--- src/rtl/jbi_dbg_mq.sv ---
// jbi_dbg_mq: NCH-channel debug capture queue; round-robin readout of one 128-bit word to mout.
// Build option JBI_DBG_MQ_TSTAMP_EN stamps a wrapping 16-bit timestamp into bits [127:112].
module jbi_dbg_mq #(
    parameter int NCH    = 4,
    parameter int IN_W   = 48,
    parameter int DEPTH  = 16,
    parameter int AW     = 4,
    parameter int WAIT_W = 10
) (
    input  logic                clk,
    input  logic                rst_l,
    input  logic [NCH-1:0]      dbg_in_vld,
    input  logic [NCH*IN_W-1:0] dbg_in_data,
    input  logic                csr_data_arb,
    input  logic [AW:0]         csr_hi_water,
    input  logic [AW:0]         csr_lo_water,
    input  logic [WAIT_W-1:0]   csr_max_wait,
    input  logic [15:0]         csr_tstamp_wrap,
    input  logic                csr_ovf_clr,
    input  logic                mout_dbg_pop,
    output logic                dbg_req_transparent,
    output logic                dbg_req_arbitrate,
    output logic                dbg_req_priority,
    output logic [127:0]        dbg_data,
    output logic [NCH-1:0]      dbg_ovf
);
    localparam int SW = $clog2(NCH);
    localparam logic [AW:0] FULL_CNT = (AW+1)'(DEPTH);

    logic [IN_W-1:0]   mem_q    [NCH][DEPTH];
    logic [15:0]       ts_mem_q [NCH][DEPTH];
    logic [AW-1:0]     wr_ptr_q [NCH];
    logic [AW-1:0]     rd_ptr_q [NCH];
    logic [AW:0]       cnt_q    [NCH];
    logic [AW:0]       cnt_d    [NCH];
    logic [NCH-1:0]    ne_q, ne_d, wr_en, pop_ch, ovf_new;
    logic [NCH-1:0]    ovf_q, ovf_d;
    logic [SW-1:0]     sel_q, sel_d, cand;
    logic [WAIT_W-1:0] wait_q, wait_d;
    logic              prio_q, prio_d;
    logic              any_vld, pop_eff, any_hi, all_lo, wait_hit;
    logic [15:0]       ts_q;

    // Handshake: the request (any_vld) is the valid, mout_dbg_pop is the ready; a pop
    // only transfers while a request is up, and requests never depend on the pop.
    always_comb begin
        ne_q = '0;
        for (int k = 0; k < NCH; k++) ne_q[k] = (cnt_q[k] != '0);
    end
    assign any_vld = |ne_q;
    assign pop_eff = mout_dbg_pop & any_vld;

    always_comb begin
        wr_en   = '0;
        pop_ch  = '0;
        ovf_new = '0;
        ne_d    = '0;
        any_hi  = 1'b0;
        all_lo  = 1'b1;
        for (int k = 0; k < NCH; k++) begin
            pop_ch[k]  = pop_eff && ne_q[k] && (sel_q == SW'(k));
            wr_en[k]   = dbg_in_vld[k] && ((cnt_q[k] != FULL_CNT) || pop_ch[k]);
            ovf_new[k] = dbg_in_vld[k] && !wr_en[k];
            cnt_d[k]   = cnt_q[k] + (AW+1)'(wr_en[k]) - (AW+1)'(pop_ch[k]);
            ne_d[k]    = (cnt_d[k] != '0);
            if (cnt_q[k] >= csr_hi_water) any_hi = 1'b1;
            if (cnt_q[k] > csr_lo_water) all_lo = 1'b0;
        end
    end

    // Selector looks at next-cycle occupancy so the head shown with a fresh request is valid.
    always_comb begin
        sel_d = sel_q;
        cand  = '0;
        for (int i = NCH - 1; i >= 1; i--) begin
            cand = SW'((int'(sel_q) + i) % NCH);
            if (ne_d[cand] && (pop_eff || !ne_d[sel_q])) sel_d = cand;
        end
    end

    assign wait_hit = (csr_max_wait != '0) && (wait_q >= csr_max_wait);

    always_comb begin
        wait_d = wait_q;
        if (!any_vld || pop_eff) wait_d = '0;
        else if (wait_q != '1) wait_d = wait_q + WAIT_W'(1);
        prio_d = prio_q;
        if (any_hi || wait_hit) prio_d = 1'b1;
        else if (all_lo && (wait_q < csr_max_wait)) prio_d = 1'b0;
        ovf_d = (ovf_q & ~{NCH{csr_ovf_clr}}) | ovf_new;
    end

    always_ff @(posedge clk or negedge rst_l) begin
        if (!rst_l) begin
            for (int k = 0; k < NCH; k++) begin
                wr_ptr_q[k] <= '0;
                rd_ptr_q[k] <= '0;
                cnt_q[k]    <= '0;
            end
            sel_q  <= '0;
            wait_q <= '0;
            prio_q <= 1'b0;
            ovf_q  <= '0;
        end else begin
            for (int k = 0; k < NCH; k++) begin
                if (wr_en[k]) wr_ptr_q[k] <= wr_ptr_q[k] + AW'(1);
                if (pop_ch[k]) rd_ptr_q[k] <= rd_ptr_q[k] + AW'(1);
                cnt_q[k] <= cnt_d[k];
            end
            sel_q  <= sel_d;
            wait_q <= wait_d;
            prio_q <= prio_d;
            ovf_q  <= ovf_d;
        end
    end

    // Storage is not reset; pointers and counts define what is valid.
    always_ff @(posedge clk) begin
        for (int k = 0; k < NCH; k++) begin
            if (wr_en[k]) begin
                mem_q[k][wr_ptr_q[k]]    <= dbg_in_data[k*IN_W +: IN_W];
                ts_mem_q[k][wr_ptr_q[k]] <= ts_q;
            end
        end
    end

`ifdef JBI_DBG_MQ_TSTAMP_EN
    always_ff @(posedge clk or negedge rst_l) begin
        if (!rst_l) ts_q <= '0;
        else if (ts_q >= csr_tstamp_wrap) ts_q <= '0;
        else ts_q <= ts_q + 16'd1;
    end
`else
    logic unused_tstamp_wrap;
    assign ts_q = '0;
    assign unused_tstamp_wrap = ^csr_tstamp_wrap;
`endif

    always_comb begin
        dbg_data = '0;
        if (any_vld) begin
            dbg_data[IN_W-1:0]  = mem_q[sel_q][rd_ptr_q[sel_q]];
            dbg_data[111:104]   = 8'(sel_q);
            dbg_data[127:112]   = ts_mem_q[sel_q][rd_ptr_q[sel_q]];
        end
    end

    assign dbg_req_transparent = any_vld & ~csr_data_arb;
    assign dbg_req_arbitrate   = any_vld & csr_data_arb;
    assign dbg_req_priority    = prio_q & any_vld;
    assign dbg_ovf             = ovf_q;
endmodule
--- config.mk ---
export PLATFORM = sky130hd
export DESIGN_NAME = jbi_dbg_mq
export DESIGN_NICKNAME = d
export VERILOG_FILES = /design/src/rtl/jbi_dbg_mq.sv
export SDC_FILE = /design/constraint.sdc
export NUM_CORES = 2
export LEC_CHECK = 0
export ABC_AREA = 0
export CAP_MARGIN = 20
export CORE_MARGIN = 2
export CORE_UTILIZATION = 30
export CTS_CLUSTER_DIAMETER = 50
export DETAILED_ROUTE_END_ITERATION = 7
export GPL_ROUTABILITY_DRIVEN = 0
export PLACE_DENSITY = 0.51
export SETUP_SLACK_MARGIN = 0.1
export SLEW_MARGIN = 20
export SYNTH_ARGS = -nofsm -noshare
export SYNTH_HDL_FRONTEND = slang
export SYNTH_SLANG_ARGS = --single-unit
--- constraint.sdc ---
create_clock -name clk -period 16.3 [get_ports clk]
set_input_delay 3.26 -clock clk [delete_from_list [all_inputs] [get_ports clk]]
set_output_delay 3.26 -clock clk [all_outputs]
set_load 0.01 [all_outputs]
==> summary.txt <==
Logic synthesis
  • Post-Syn Instances: 7,700
  • Post-synthesis mux area share: 8.26%
  • Syn Area/Cell: 16.3 um^2
  • FF+latch count, synth: 3,141
  • Adder-Cell Fraction of Synth Area: 1.01%
  • FFs w/ async S/R, synth: 2.20%
  • Library cells used by synthesis: 76
  • Dominant synthesized flop cell: edfxtp_1
  • Simple-gate share of the synthesized area: 7.70%
  • Cell area after synthesis: 125,000 um^2
  • EDFF count, synth: 3,072
  • Largest family of logic cells by synthesized area: multiplexers
  • Synth warnings: 0
  • Sequential share of the synthesized area: 75.0%
  • Compound-Gate Fraction of Synth Area: 5.28%
  • Synth Area in XOR/XNOR: 0.322%

Run
  • Max Cap Violations: 0

Critical path
  • Worst Setup Path Type: register to output pin
  • CP Launch Type: register
  • Max FO, Critical Path: 93
  • Nature of the critical path endpoint: output pin
  • CP cell instances: buf_12, mux2i_1, mux2_8, buf_4, buf_12, a211oi_1, a311oi_1, a311oi_1, nor3_2, a22o_1, clkdlybuf4s50_1
  • Worst Path Required: 13.04 ns
  • CP max stage cell: nor3_2
  • Crit path largest cell delay: 0.86 ns
  • Top Family by Delay on Critical Path: buffers and inverters
  • Buffers plus inverters on the worst setup path: 4
  • Crit path arrival time: 7.79 ns
  • Worst R2R Setup Slack: 9.85 ns

Timing
  • Fin crit share: 67.8%
  • Setup violations, final: 0
  • Setup slack after layout: 5.25 ns
  • Setup_tns: 0 ns
  • Period minus WS final: 11.05 ns
  • Clk_skew: 0.0540 ns
  • Worst slew pin tran: 1.30 ns
  • Peak Freq: 0.0905 GHz
  • Max Slew Vio Count: 0
  • Max-slew headroom: 12.7%
  • Unrepaired setup endpoints after global routing: no
  • Final hold vios: 0

Floorplan
  • Die extent in y: 650 um
  • Core footprint: 416,000 um^2
  • Die Wd: 650 um
  • Initial core utilization: 30.1%
  • Ports: 372
  • Die ar.: 423,000 um^2
  • FP Rows: 237

Final layout
  • Final design area excluding fillers: 147,000 um^2
  • Share of cells above drive strength 1: 15.2%
  • NumNets Final: 8,475
  • Area growth syn-to-layout: 17.3%
  • Fill cells: 39,200

Clock network
  • Setup bufs post-CTS: 0
  • Maximum clock insertion buffer count: 4
  • CTS tree: done
  • Clock-pin slew on the worst setup and hold paths: 0.06 ns
  • # H-tree levels: 5
  • CTS-repair resized insts: 0
  • Hold Buf Count CTS: 0
  • Clock Sinks: 3,141
  • Clock Latency Late Sink: 0.98 ns
  • Total CTS buffers: 361
  • Root Buffer: clkbuf_16

Placed design
  • IO buf count: 277
  • Pre-CTS setup slack: 6.56 ns
  • Hpwl dp: 306 mm
  • DP Area: 135,000 um^2

Min path
  • Hold Path Class: register to register

Route
  • Via count: 75,500
  • Routed Antenna Nets: 0
  • Routed WL: 475 mm
  • Vias per Instance: 5.41
  • DRT iter0 DRCs: 10,900
  • Avg WL per Cell: 34.0 um
  • 1st-pass router iterations: 6
  • Drt drc: 0

Global route
  • Overflow after GRT: 0
  • Largest net degree at the start of global routing: 119
  • Vias in the first global route: 70,800
  • Initial antenna violation count: 128
  • First-pass GRT wire length: 632 mm
  • Gr usage total: 21.8%

Power and ir drop
  • Cell leakage power: 0.0477 uW
  • VDD IR max: 0.234 mV
  • Pwr Density: 229 nW/um^2

Run status
  • Status: finished, final reports clean
kinds of logic after synthesis:
kind of cell	Yosys count
AO/OA/AOI/OAI	1003
XOR/XNOR	46
adder cells (fa/ha/maj)	99
buffers and inverters	596
flip-flops	3141
multiplexers	603
other	1
AND/OR/NAND/NOR	2211
area by class of cell:
class | instances | area [um^2] | share of cell area (%)
Antenna cell | 36 | 90.1 | 0.0613
Clock buffer | 440 | 9400 | 6.40
Clock inverter | 218 | 2150 | 1.46
Inverter | 74 | 283 | 0.192
Multi-Input combinational cell | 4040 | 29500 | 20.0
Sequential cell | 3141 | 94000 | 63.9
Tap cell | 5497 | 6880 | 4.68
Timing Repair Buffer | 521 | 4740 | 3.22
report_power, final:
part	switching, uW	internal [uW]	leakage, uW
sequential	354	9760	0.0286
combinational	11300	4280	0.0136
clock	3380	4560	0.00556
total	15000	18600	0.0477
cell usage after synthesis (8+ instances only):
library cell  count  area share [%]
a211oi_1        163            0.98
dfrtp_1          69             1.4
o211ai_1         11           0.066
a32oi_1           9           0.063
ha_1             95            0.95
nand2_1        1353             4.1
clkbuf_1        128            0.38
and3_1           61            0.30
o21ai_0         124            0.50
buf_1            45            0.13
a21o_1           11           0.066
o221ai_1         10           0.070
mux4_2          339             6.1
nor3_1           41            0.16
nor2b_1         128            0.64
o22ai_1          40            0.20
mux2_2           35            0.31
nor2_1          161            0.48
nor4_1           41            0.20
mux2i_1         223             1.8
o31ai_1           9           0.054
nand2b_1         25            0.12
xnor2_1          34            0.24
nand3_1         307             1.2
edfxtp_1       3072              74
buf_4           126            0.76
nand4_1          60            0.30
a31oi_1         121            0.60
a2111oi_0        13           0.091
o21ai_1          29            0.12
a22o_1           12           0.084
a311oi_1        108            0.76
buf_2           219            0.87
and2_1            8           0.040
o311ai_1          9           0.063
a221oi_1         11           0.077
a21oi_1         252             1.0
xor2_1           12           0.084
inv_1            72            0.22
a22oi_1          13           0.078
worst paths after layout:
| check | start | to | cells past startpoint |
|---|---|---|---|
| max | sel_q[1] | dbg_data[15] | 11 |
| min | rd_ptr_q[7] | rd_ptr_q[7] | 1 |
| max reg2reg | sel_q[0] | sel_q[0] | 19 |
| min reg2reg | rd_ptr_q[7] | rd_ptr_q[7] | 1 |
| max in group asynchronous | rst_l | sel_q[1] | 2 |
| min in group asynchronous | rst_l | wr_ptr_q[9] | 1 |
flip-flops by register name, indices dropped and copies added, names as in the netlist:
register  flops
prio_q        1
dbg_ovf       4
sel_q         2
rd_ptr_q     16
cnt_q        20
mem_q      3072
wr_ptr_q     16
wait_q       10
layout by cell type, fill, tap and decap left out, types with 26 or more instances in the layout:
cell             count
clkdlybuf4s50_1    276
nand3_1            307
clkbuf_16          364
inv_1               72
ha_1                95
a31oi_1            120
bufinv_16           26
clkinv_2            49
conb_1              78
buf_4              231
a21oi_1            243
o21ai_0            115
mux4_2             336
edfxtp_1          3072
nand4_1             60
mux2_2              35
xnor2_1             34
nand2_1           1352
nor2b_1            128
mux2i_1            220
clkbuf_1            75
a311oi_1           102
o21ai_1             34
diode_2             36
nor2_1             105
and3_1              61
clkinvlp_4          26
nor2_4              48
dfrtp_1             64
a211oi_1           152
clkinv_1            68
nor4_1              33
o22ai_1             39
worst reg2reg max path, stage by stage (launching register included):
cell,delay [ns]
dfrtp_4,0.68
buf_4,0.37
inv_6,0.42
buf_12,0.44
ha_1,0.36
nand2_1,0.12
nor2_1,0.81
nand2_1,0.22
o21ai_0,0.14
ha_1,0.20
inv_1,0.05
fa_1,0.40
nand2b_1,0.16
a21oi_1,0.17
xnor2_1,0.16
or4b_1,0.58
a22oi_1,0.32
a211oi_1,0.18
or3_1,0.39
o22ai_1,0.18
routing by layer:
metal,global-route usage (%),part of all wire [%],vias up
met5,0,0.094,-
met4,12.5,6.6,70
met3,6.40,11,842
met2,32.0,43,4230
met1,28.7,39,39700
li1,-,-,30700
stage by stage:
step	cells	util [%]	hold WS [ns]	power, uW
CTS	13900	35.3	0.500	33300
floorplan	7777	-	0.456	17600
detailed placement	13300	32.5	0.490	25400
global placement	13300	32.5	0.470	25200
global route	13900	35.3	0.530	34300
finish	14000	35.3	0.497	33600
No activity file was read; power rests on OpenSTA's default activity.
